`src/rtl/spi_txf_ctrl.sv`:
```
// Transmit FIFO feeding the SPI shifter, with underflow/overflow event pulses.
// Optional underflow counter (ufcnt_o) is built when SPI_TXF_UFCNT_EN is defined.
module spi_txf_ctrl #(
    parameter int DW    = 8,
    parameter int Depth = 16
) (
    input  logic                       clk_i,
    input  logic                       rst_ni,
    input  logic                       clr_i,
    input  logic                       wvalid_i,
    output logic                       wready_o,
    input  logic [DW-1:0]              wdata_i,
    output logic                       rvalid_o,
    input  logic                       rready_i,
    output logic [DW-1:0]              rdata_o,
    output logic [$clog2(Depth):0]     depth_o,
    output logic                       txunderflow_o,
    output logic                       txoverflow_o
`ifdef SPI_TXF_UFCNT_EN
    ,
    output logic [7:0]                 ufcnt_o
`endif
);

    localparam int AW = $clog2(Depth);

    logic [DW-1:0] r_mem [Depth];
    logic [AW:0]   r_wptr;
    logic [AW:0]   r_rptr;
    logic          r_uf;
    logic          r_ovf;

    logic          w_full;
    logic          w_empty;
    logic          w_wr;
    logic          w_rd;
    logic          w_uf;
    logic          w_ovf;

    // Pointers carry an extra wrap bit so full and empty are distinguishable.
    assign w_full  = (r_wptr[AW-1:0] == r_rptr[AW-1:0]) && (r_wptr[AW] != r_rptr[AW]);
    assign w_empty = (r_wptr == r_rptr);

    assign w_wr  = wvalid_i && !w_full  && !clr_i;
    assign w_rd  = rready_i && !w_empty && !clr_i;
    assign w_uf  = rready_i &&  w_empty && !clr_i;
    assign w_ovf = wvalid_i &&  w_full  && !clr_i;

    assign wready_o      = !w_full;
    assign rvalid_o      = !w_empty;
    assign rdata_o       = w_empty ? {DW{1'b1}} : r_mem[r_rptr[AW-1:0]];
    assign depth_o       = r_wptr - r_rptr;
    assign txunderflow_o = r_uf;
    assign txoverflow_o  = r_ovf;

    always_ff @(posedge clk_i or negedge rst_ni) begin
        if (!rst_ni) begin
            r_wptr <= '0;
            r_rptr <= '0;
            r_uf   <= 1'b0;
            r_ovf  <= 1'b0;
        end else begin
            r_uf  <= w_uf;
            r_ovf <= w_ovf;
            if (clr_i) begin
                r_wptr <= '0;
                r_rptr <= '0;
            end else begin
                if (w_wr) r_wptr <= r_wptr + 1'b1;
                if (w_rd) r_rptr <= r_rptr + 1'b1;
            end
        end
    end

    // Storage is intentionally not reset; pointers alone define validity.
    always_ff @(posedge clk_i) begin
        if (w_wr) r_mem[r_wptr[AW-1:0]] <= wdata_i;
    end

`ifdef SPI_TXF_UFCNT_EN
    logic [7:0] r_ufcnt;

    always_ff @(posedge clk_i or negedge rst_ni) begin
        if (!rst_ni) begin
            r_ufcnt <= 8'h00;
        end else if (clr_i) begin
            r_ufcnt <= 8'h00;
        end else if (w_uf && (r_ufcnt != 8'hFF)) begin
            r_ufcnt <= r_ufcnt + 8'h01;
        end
    end

    assign ufcnt_o = r_ufcnt;
`endif

endmodule

```
`config.mk`:
```
export PLATFORM = sky130hd
export DESIGN_NAME = spi_txf_ctrl
export DESIGN_NICKNAME = d
export VERILOG_FILES = /design/src/rtl/spi_txf_ctrl.sv
export SDC_FILE = /design/constraint.sdc
export NUM_CORES = 1
export LEC_CHECK = 0
export BUFFER_PORTS_ARGS = -buffer_cell sky130_fd_sc_hd__buf_2
export CAP_MARGIN = 0
export CORE_ASPECT_RATIO = 1.5
export CORE_UTILIZATION = 45
export CTS_CLUSTER_SIZE = 28
export DETAILED_ROUTE_END_ITERATION = 10
export GPL_TIMING_DRIVEN = 0
export PLACE_DENSITY = 0.69
export SLEW_MARGIN = 20
export SYNTH_ARGS = -nofsm -noshare
export SYNTH_HDL_FRONTEND = slang
export SYNTH_SLANG_ARGS = --single-unit
```
`constraint.sdc`:
```
create_clock -name clk_i -period 7.7 [get_ports clk_i]
set_clock_uncertainty 0.05 [all_clocks]
set_input_delay 1.155 -clock clk_i [delete_from_list [all_inputs] [get_ports clk_i]]
set_output_delay 1.155 -clock clk_i [all_outputs]
set_load 0.05 [all_outputs]
```
* Word-level counts from Yosys, hierarchy flattened *
Memories as Yosys holds them, arrays and structs flattened.
Index checks and enable logic that the tools add are counted.
W data, S select, Z words.

storage, ports and cells
  bits in registers = 12
  RAM bits = 128
  input bits = 13
  output and inout port bits = 17
  logic and storage cells = 32
  memories kept = 1

memories
  memory  words  width  read ports  clocked after memory_dff  write ports  line  source
  r_mem   16     8      1           0                         1            27    logic [DW-1:0] r_mem [Depth];

cells by class
  $add $sub $neg = 3
  eq/ne operators = 3
  muxes and demuxes = 7
  reductions and logical operators = 14

operator list
  cell                   number
  $mux W5                4
  $add A5 B1 Y5 const B  2
  $logic_and A1 B1 Y1    9
  $mux W8                1
  $eq A5 B5 Y1           1
  $sub A5 B5 Y5          1
  $eq A4 B4 Y1           1
  $reduce_bool A2 Y1     2
  $logic_not A1 Y1       3
  $mux W1                2
  $ne A1 B1 Y1           1

* Logic depth before layout (Yosys ltp) *
Gate-level depths: netlist (run 1).

  word-level depth = 7
  mapped depth = 9
  depth with buffers taken out = 7

* Least setup slack after synthesis (run 1) *
No wires, ideal clock.

  path kind = reg-to-output
  from = register r_rptr[1]
  to = output port rdata_o[6]
  data arrival time = 2.282 ns
  data required time = 6.495 ns
  slack = 4.213 ns
  stages on the path, launching flop included = 10
  cell sequence = dfrtp_1 buf_4 clkbuf_1 inv_1 ha_1 nand4_1 nor2_1 buf_2 a31oi_1 o211ai_1

on the way
  cells in the longest elaborated chain, start to end = 2
  elaborated cells between the ends (all ways) = 3
  those cells by class = eq/ne (1); mux (1); memory (1)

RTL lines
  item                                                   line  source
  start: declaration                                     29    logic [AW:0] r_rptr;
  start signal: assignment                               70    if (w_rd) r_rptr <= r_rptr + 1'b1;
  $mem_v2 Z16 W8 / $eq A5 B5 Y1 (equally long branches)  --
  $mux W8 (*)                                            51    assign rdata_o = w_empty ? {DW{1'b1}} : r_mem[r_rptr[AW-1:0]];
  end: declaration                                       15    output logic [DW-1:0] rdata_o,

Mark *: on every way between the ends. The rest lies on a longest branch, timed or not.

* Final worst setup path (run 1) *
  from = register r_rptr[1]
  to = output port rdata_o[4]

Same word-level chain as after synthesis.

==> results of run 1 <==
==> registers in the layout (all words and copies together) (netlist names) <==
register,cells
txoverflow_o,1
txunderflow_o,1
r_wptr,5
r_mem,128
r_rptr,5
==> layout make-up <==
type | instances | area share [%]
plain buffers | 16 | 1.42
multi-input cells | 159 | 22.5
flip-flops and latches | 140 | 62.0
well taps | 156 | 2.92
clock inverters | 9 | 1.82
inverters | 8 | 0.449
repair buffers | 29 | 2.17
clock buffers | 22 | 6.65
==> worst max-delay path, stage by stage (launching register included) <==
cell and delay (ns):
dfrtp_1 0.35, buf_4 0.18, clkbuf_1 0.57, inv_1 0.27, ha_1 0.39, nand4_1 0.26
nor2_1 0.21, buf_2 0.28, a211oi_1 0.11, nand2_1 0.14, buf_2 0.27
==> per-stage QoR <==
step / setup slack (ns) / cell area (sq um) / utilization, % / hold WS (ns) / cells
6_report: 3.03 / 6680 / 53.7 / 0.567 / 539
5_1_grt: 2.80 / 6680 / 53.7 / 0.572 / 539
4_1_cts: 2.98 / 6680 / 53.7 / 0.567 / 539
3_5_place_dp: 3.46 / 6120 / 49.1 / 0.583 / 508
3_3_place_gp: 3.53 / 6100 / 49.0 / 0.562 / 508
2_1_floorplan: 4.21 / 5760 / - / 0.546 / 323
==> cell families after synthesis <==
kind of cell | synth area share [%]
AO/OA/AOI/OAI | 4.50
XOR/XNOR | 1.80
adder cells (fa/ha/maj) | 2.30
buffers and inverters | 2.17
flip-flops | 72.0
multiplexers | 12.6
AND/OR/NAND/NOR | 4.65
==> worst paths after layout <==
path	startpoint	endpoint
min in group clk_i	r_rptr[4]$_DFFE_PN0P_	r_rptr[4]$_DFFE_PN0P_
hold / removal	rst_ni	r_wptr[3]$_DFFE_PN0P_
setup / recovery	r_rptr[1]$_DFFE_PN0P_	rdata_o[4]
hold reg to reg	r_rptr[4]$_DFFE_PN0P_	r_rptr[4]$_DFFE_PN0P_
setup reg to reg	r_rptr[1]$_DFFE_PN0P_	r_mem[15][7]$_DFFE_PP_
max in group asynchronous	rst_ni	r_rptr[2]$_DFFE_PN0P_
==> routing by layer <==
metal,up-vias,wire length [um],global-route usage (%)
li1,1379,-,-
met1,1543,4610,23.5
met2,91,6340,33.4
met3,29,510,5.05
met4,0,388,9.64
met5,-,0,0
==> layout by cell type (no fill, tap or decap), drive strengths merged <==
| cell type | synthesis | final |
|---|---|---|
| o21ai | 4 | 4 |
| and3 | 1 | 1 |
| a21o | 2 | 2 |
| o22ai | 7 | 7 |
| nor2 | 23 | 23 |
| clkbuf | 7 | 29 |
| bufinv | 0 | 3 |
| a211oi | 7 | 7 |
| nand3b | 1 | 1 |
| edfxtp | 128 | 128 |
| or3 | 2 | 2 |
| nand2 | 14 | 14 |
| and4 | 1 | 1 |
| a21oi | 7 | 7 |
| nand2b | 3 | 3 |
| mux4 | 25 | 25 |
| nand3 | 4 | 4 |
| nor3 | 4 | 4 |
| ha | 9 | 9 |
| xnor2 | 6 | 6 |
| o211ai | 4 | 4 |
| a31oi | 1 | 1 |
| xor2 | 5 | 5 |
| and2 | 1 | 1 |
| nor3b | 1 | 1 |
| clkinv | 0 | 6 |
| or3b | 1 | 1 |
| a22oi | 7 | 7 |
| nand4 | 2 | 2 |
| mux2i | 16 | 16 |
| buf | 9 | 38 |
| fa | 1 | 1 |
| inv | 8 | 8 |
| dfrtp | 12 | 12 |
==> power by group through the flow <==
stage	registers, mW	clock network [mW]	logic, mW
after floorplan	0.861	0	0.268
after global placement	0.860	0	0.348
after detailed placement	0.860	0	0.352
after CTS	0.845	0.795	0.355
after global routing	0.845	0.829	0.377
final	0.845	0.789	0.352
==> metrics.md, run 1 <==
| Metric | Value |
|---|---|
| Top-count cell post-synth | `edfxtp_1` |
| Setup TNS | `0 ns` |
| Status | `finished clean` |
| IO Count | `30` |
| Overall power | `1.99 mW` |
| Global Route Usage Sum | `19.9%` |
| Max_cap viols | `0` |
| CP arrival | `3.46 ns` |
| Post-synth EDFFs | `128` |
| Die Y-Extent | `141 um` |
| Max Freq | `214 MHz` |
| # resized after CTS | `0` |
| Reg2Reg Setup Slack | `4.11 ns` |
| Layout cells sized above 1 | `24.8%` |
| CTS hold repair buffers | `0` |
| Synth Register Bits | `140` |
| Fin. Hold Viols | `0` |
| Total internal power | `1.46 mW` |
| RSZ-0062 raised after global routing | `no` |
| ANT cells | `0` |
| Leakage | `2.24 nW` |
| WL/cell | `22.0 um` |
| Skew-Pair Late Insertion Delay | `0.41 ns` |
| First-pass DRT Iterations | `4` |
| Reg clk slew, reported paths | `0.06 ns` |
| Largest net degree at the start of global routing | `17` |
| Slew headroom | `40.7%` |
| Synth cell types | `37` |
| Final wirelength | `11900 um` |
| Synth cell count leaders | `edfxtp_1 (128), mux4_2 (25), nor2_1 (23), mux2i_1 (16), nand2_1 (14)` |
| IO buf count | `29` |
| Post-synth top flop | `edfxtp_1` |
| Sw Share | `26.3%` |
| Post-CTS Setup Bufs | `0` |
| DRC viols | `0` |
| Synth warn | `0` |
| Core Region | `12400 sq um` |
| Number of H-tree levels | `4` |
| Initial core utilization | `46.2%` |
| CTS Root Cell | `clkbuf_16` |
| First-pass GRT wire length | `18300 um` |
| GPL Wtd Cong | `0.820` |
| Mapped Nets | `346` |
| Clk buf depth | `2` |
| Critical Path Fanout Max | `10` |
| Worst Reg-to-Reg Cells | `8` |
| Final ANT Viol Nets | `0` |
| Post-synth top area share | `66.8%` |
| Number of global-route vias before repair | `3186` |
| Netlist Area Pre-Place | `5760 sq um` |
| CTS Sinks | `140` |
| Setup CP Type | `flop to output pin` |
| Initial antenna violation count | `0` |
| Nets@finish | `394` |
| Area leader, netlist | `edfxtp_1` |
| Seq/Total Area, Yosys | `72.0%` |
| Area of the multi-input gates | `1510 sq um` |
| Die ar. | `13300 sq um` |
| Filler Cell Count | `984` |
| Pins Over Slew Limit | `0` |
| Ys async rst share | `8.57%` |
| Net switching power | `522 uW` |
| Vias | `3042` |
| Final setup vio count | `0` |
| Power per cell area | `297 nW/um^2` |
| Final Critical Period | `4.67 ns` |
| DR iter-0 viols | `188` |
| Number of buffers created by CTS | `17` |
| Die X-Extent | `94.3 um` |
| CP required | `6.49 ns` |
| Startpoint Class | `flop` |
| Hpwl dp | `7780 um` |
| HP Class | `input pin to async pin` |
| Flop pwr share | `42.5%` |
| CTS tree | `yes` |
| Site Rows | `50` |
| Clock network power share | `39.7%` |
| Slew @ Worst Pin | `0.886 ns` |
| Avg Synthesized Cell Area | `17.8 sq um` |
| Worst VDD drop | `0.000161 V` |
| Global route overflow | `0` |
| Vias/cell | `5.64` |
| Final period util | `60.6%` |
| Gate power share | `17.7%` |
| Layout area overhead | `16.1%` |
| Post-synthesis instance total | `323` |
| Synth area leaders | `edfxtp_1 (67%), mux4_2 (9.8%), dfrtp_1 (5.2%)` |
| Reg area | `4140 sq um` |
| Crit. End Element | `output pin` |
No activity file was read; power rests on OpenSTA's default activity.
==> run 2: changes to the inputs <==
Settings changed: ABC_AREA set to 1, PLACE_DENSITY 0.69 to 0.71.
Clock period 7.7 ns to 3.84 ns, I/O delays scaled along.
==> run 2 against run 1 <==
Net effect:
- setup slack got worse by 2.6 ns
- combinational power increased by 89%
- clock-buffer cell count decreased by 5
- die area increased by 9.9%
- largest power group unchanged
- first-iteration DRC count increased by 30%
- critical path type unchanged
==> metrics.md, run 2 <==
| Metric | Value |
|---|---|
| Final ANT Viol Nets | `0 (unchanged)` |
| CTS Root Cell | `clkbuf_16` |
| Flop pwr share | `43.1% (+0.6 points)` |
| Net switching power | `1.13 mW (+120%)` |
| Post-synth top area share | `60.7% (-6.1 points)` |
| Final Critical Period | `3.44 ns` |
| Crit. End Element | `output pin` |
| GPL Wtd Cong | `0.899 (+9.6%)` |
| Global Route Usage Sum | `21.5% (+1.6 points)` |
| Vias | `4456 (+46%)` |
| Worst VDD drop | `0.000347 V (+120%)` |
| Max FFs per register | `128 (unchanged)` |
| CTS Sinks | `140 (unchanged)` |
| Final period util | `89.7%` |
| Netlist Area Pre-Place | `6340 sq um (+10%)` |
| Crit-path cells | `clkinv_1 -> ha_1 -> nand4_1 -> nor2_2 -> nor2_1 -> nand2_1 -> buf_2` |
| Initial antenna violation count | `0 (unchanged)` |
| RSZ-0062 raised after global routing | `no` |
| Seq/Total Area, Yosys | `65.4% (-6.6 points)` |
| Ys async rst share | `8.57% (unchanged)` |
| Fin. Hold Viols | `0 (unchanged)` |
| Core Region | `13600 sq um (+9.2%)` |
| Nets@finish | `700 (+78%)` |
| Commonest cells after routing, fill and taps aside | `nand2_1 (214), edfxtp_1 (128), nand3_1 (95), inv_1 (65), buf_2 (49)` |
| Setup CP Type | `flop to output pin` |
| Critical Path Fanout Max | `9 (-1)` |
| IO Count | `30 (unchanged)` |
| Top-count cell post-synth | `nand2_1` |
| Final setup vio count | `0 (unchanged)` |
| CTS tree | `yes` |
| Post-synth top flop | `edfxtp_1` |
| Dpl ws | `0.735 ns (-2.72 ns)` |
| CP required | `3.21 ns (-3.28 ns)` |
| Initial core utilization | `46.6% (+0.36 points)` |
| Vias/cell | `5.23 (-7.3%)` |
| Power per cell area | `540 nW/um^2 (+82%)` |
| Slew @ Worst Pin | `0.844 ns (-0.0418 ns)` |
| Final wirelength | `14600 um (+23%)` |
| Max Freq | `290 MHz` |
| Sw Share | `28.8% (+2.5 points)` |
| Synth Register Bits | `140 (unchanged)` |
| Slew headroom | `43.5% (+2.8 points)` |
| Critical Path Max Stage Delay | `0.48 ns (-0.09 ns)` |
| First-pass GRT wire length | `22900 um (+25%)` |
| CP arrival | `2.82 ns (-0.64 ns)` |
| DRC viols | `0 (unchanged)` |
| Die Y-Extent | `147 um (+4.9%)` |
| Skew-Pair Late Insertion Delay | `0.42 ns (about the same)` |
| Pins Over Slew Limit | `0 (unchanged)` |
| WL/cell | `17.2 um (-22%)` |
| Slowest-stage cell, CP | `ha_1` |
| HP Class | `input pin to flop` |
| DR iter-0 viols | `244 (+30%)` |
| Number of global-route vias before repair | `4449 (+40%)` |
| Site Rows | `52 (+4.0%)` |
| Synth cell types | `28 (-24%)` |
| Most common cell after layout, fill and taps aside | `nand2_1` |
| Mapped Nets | `651 (+88%)` |
| Reg clk slew, reported paths | `0.06 ns (about the same)` |
| IO buf count | `29 (unchanged)` |
| First-pass DRT Iterations | `5 (+1)` |
| Hpwl dp | `10400 um (+34%)` |
| Area leader, netlist | `edfxtp_1` |
| Max_cap viols | `0 (unchanged)` |
| Clk buf depth | `2 (unchanged)` |
| Synth area leaders | `edfxtp_1 (61%), nand2_1 (13%), nand3_1 (7.5%)` |
| Post-CTS Setup Bufs | `0 (unchanged)` |
| Die X-Extent | `98.9 um (+4.8%)` |
| Layout cells sized above 1 | `12.8% (-12 points)` |
| Synth warn | `0 (unchanged)` |
| Final worst setup slack | `0.396 ns (-2.64 ns)` |
| Startpoint Class | `flop` |
| Status | `finished clean` |
| Synth cell count leaders | `nand2_1 (214), edfxtp_1 (128), nand3_1 (95), inv_1 (65), nor2_1 (44)` |
| Die ar. | `14600 sq um (+9.9%)` |
| Avg Synthesized Cell Area | `10.1 sq um (-43%)` |
| Largest net degree at the start of global routing | `17 (unchanged)` |
| Global route overflow | `0 (unchanged)` |
| Final core occ | `53.4% (-0.24 points)` |
| Crit path max-delay family | `simple AND/OR/NAND/NOR gates` |
| Post-synthesis instance total | `628 (+94%)` |
| Layout area overhead | `14.7%` |
| Leakage | `3.09 nW (+38%)` |
| Gate power share | `17.0% (-0.7 points)` |
| Setup TNS | `0 ns (unchanged)` |
| ANT cells | `0 (unchanged)` |
| Overall power | `3.93 mW (+98%)` |
| Clock network power share | `39.9% (+0.2 points)` |
| Worst Path Buf+Inv | `2 (-3)` |
| Total internal power | `2.80 mW (+91%)` |
| Number of H-tree levels | `4 (unchanged)` |
| Post-synth EDFFs | `128 (unchanged)` |
| Number of buffers created by CTS | `17 (unchanged)` |
| Worst hold margin | `0.298 ns (-0.269 ns)` |
run 2: changes by cell type after synthesis, sizes merged, moves of 15 or more:
cell and delta:
nor2 +23, nand2 +202, buf +15, mux4 -25, nand3 +91, inv +59, mux2i -16
run 2: worst reg2reg max path: stages, from the launching register on:
cell and delay [ns]:
dfrtp_1 0.38, buf_2 0.18, inv_2 0.12, buf_2 0.28
ha_1 0.31, nand4_1 0.14, inv_1 0.11, a21oi_4 0.24
nand2_4 0.11, buf_6 0.16, nor2_1 0.64
run 2: cells by family after synthesis:
logic type	after synthesis	share of synthesized area, %
buffers and inverters	95	6.14
flip-flops	140	65.4
AND/OR/NAND/NOR	362	23.8
AO/OA/AOI/OAI	12	1.17
adder cells (fa/ha/maj)	10	2.09
XOR/XNOR	9	1.36
run 2: path summary, 6_finish.rpt:
kind	from	end	slack, ns	depth (start not counted)
hold reg to reg	r_rptr[3]$_DFFE_PN0P_	r_rptr[3]$_DFFE_PN0P_	0.57	2
setup / recovery	r_rptr[2]$_DFFE_PN0P_	rdata_o[6]	0.40	7
max in group asynchronous	rst_ni	r_wptr[0]$_DFFE_PN0P_	3.00	2
setup reg to reg	r_rptr[1]$_DFFE_PN0P_	r_mem[10][6]$_DFFE_PP_	0.73	10
hold / removal	clr_i	txoverflow_o$_DFF_PN0_	0.30	2
min in group asynchronous	rst_ni	r_rptr[1]$_DFFE_PN0P_	0.52	2
run 2: metal layers:
layer	up-vias	global-route usage [%]	wire, um	share of wire (%)
met5	-	0	0	0
met4	0	15.1	945	6.5
met3	59	4.66	651	4.4
met2	163	37.9	7710	53
met1	2078	22.4	5330	36
li1	2156	-	-	-
run 2: repair_timing:
item / CTS / global route
endpoints found under the setup margin: 0 / 0
hold endpoints to repair: 12 / 0
hold buffers: 1 / 0
gates resized for setup: 0 / 0
run 2: layout make-up:
type	count	area [sq um]
Timing Repair Buffer	30	155
Fill cell	1158	6330
Tap cell	162	203
Sequential cell	140	4140
Clock buffer	17	425
Clock inverter	15	146
Buffer	26	130
Inverter	69	259
Multi-Input combinational cell	393	1800
run 2: through the flow:
| stage | cells | cell area [sq um] |
|---|---|---|
| 4_1_cts | 852 | 7270 |
| 6_report | 852 | 7270 |
| 5_1_grt | 852 | 7270 |
| 3_3_place_gp | 819 | 6680 |
| 2_1_floorplan | 628 | 6340 |
| 3_5_place_dp | 819 | 6680 |
run 2: power by group through the flow:
| stage | Sequential [mW] | Clock [mW] | Combinational [mW] |
|---|---|---|---|
| 2_1_floorplan | 1.72 | 0 | 0.465 |
| 3_3_place_gp | 1.72 | 0 | 0.651 |
| 3_5_place_dp | 1.72 | 0 | 0.664 |
| 4_1_cts | 1.69 | 1.58 | 0.669 |
| 5_1_grt | 1.69 | 1.64 | 0.724 |
| 6_report | 1.69 | 1.57 | 0.667 |
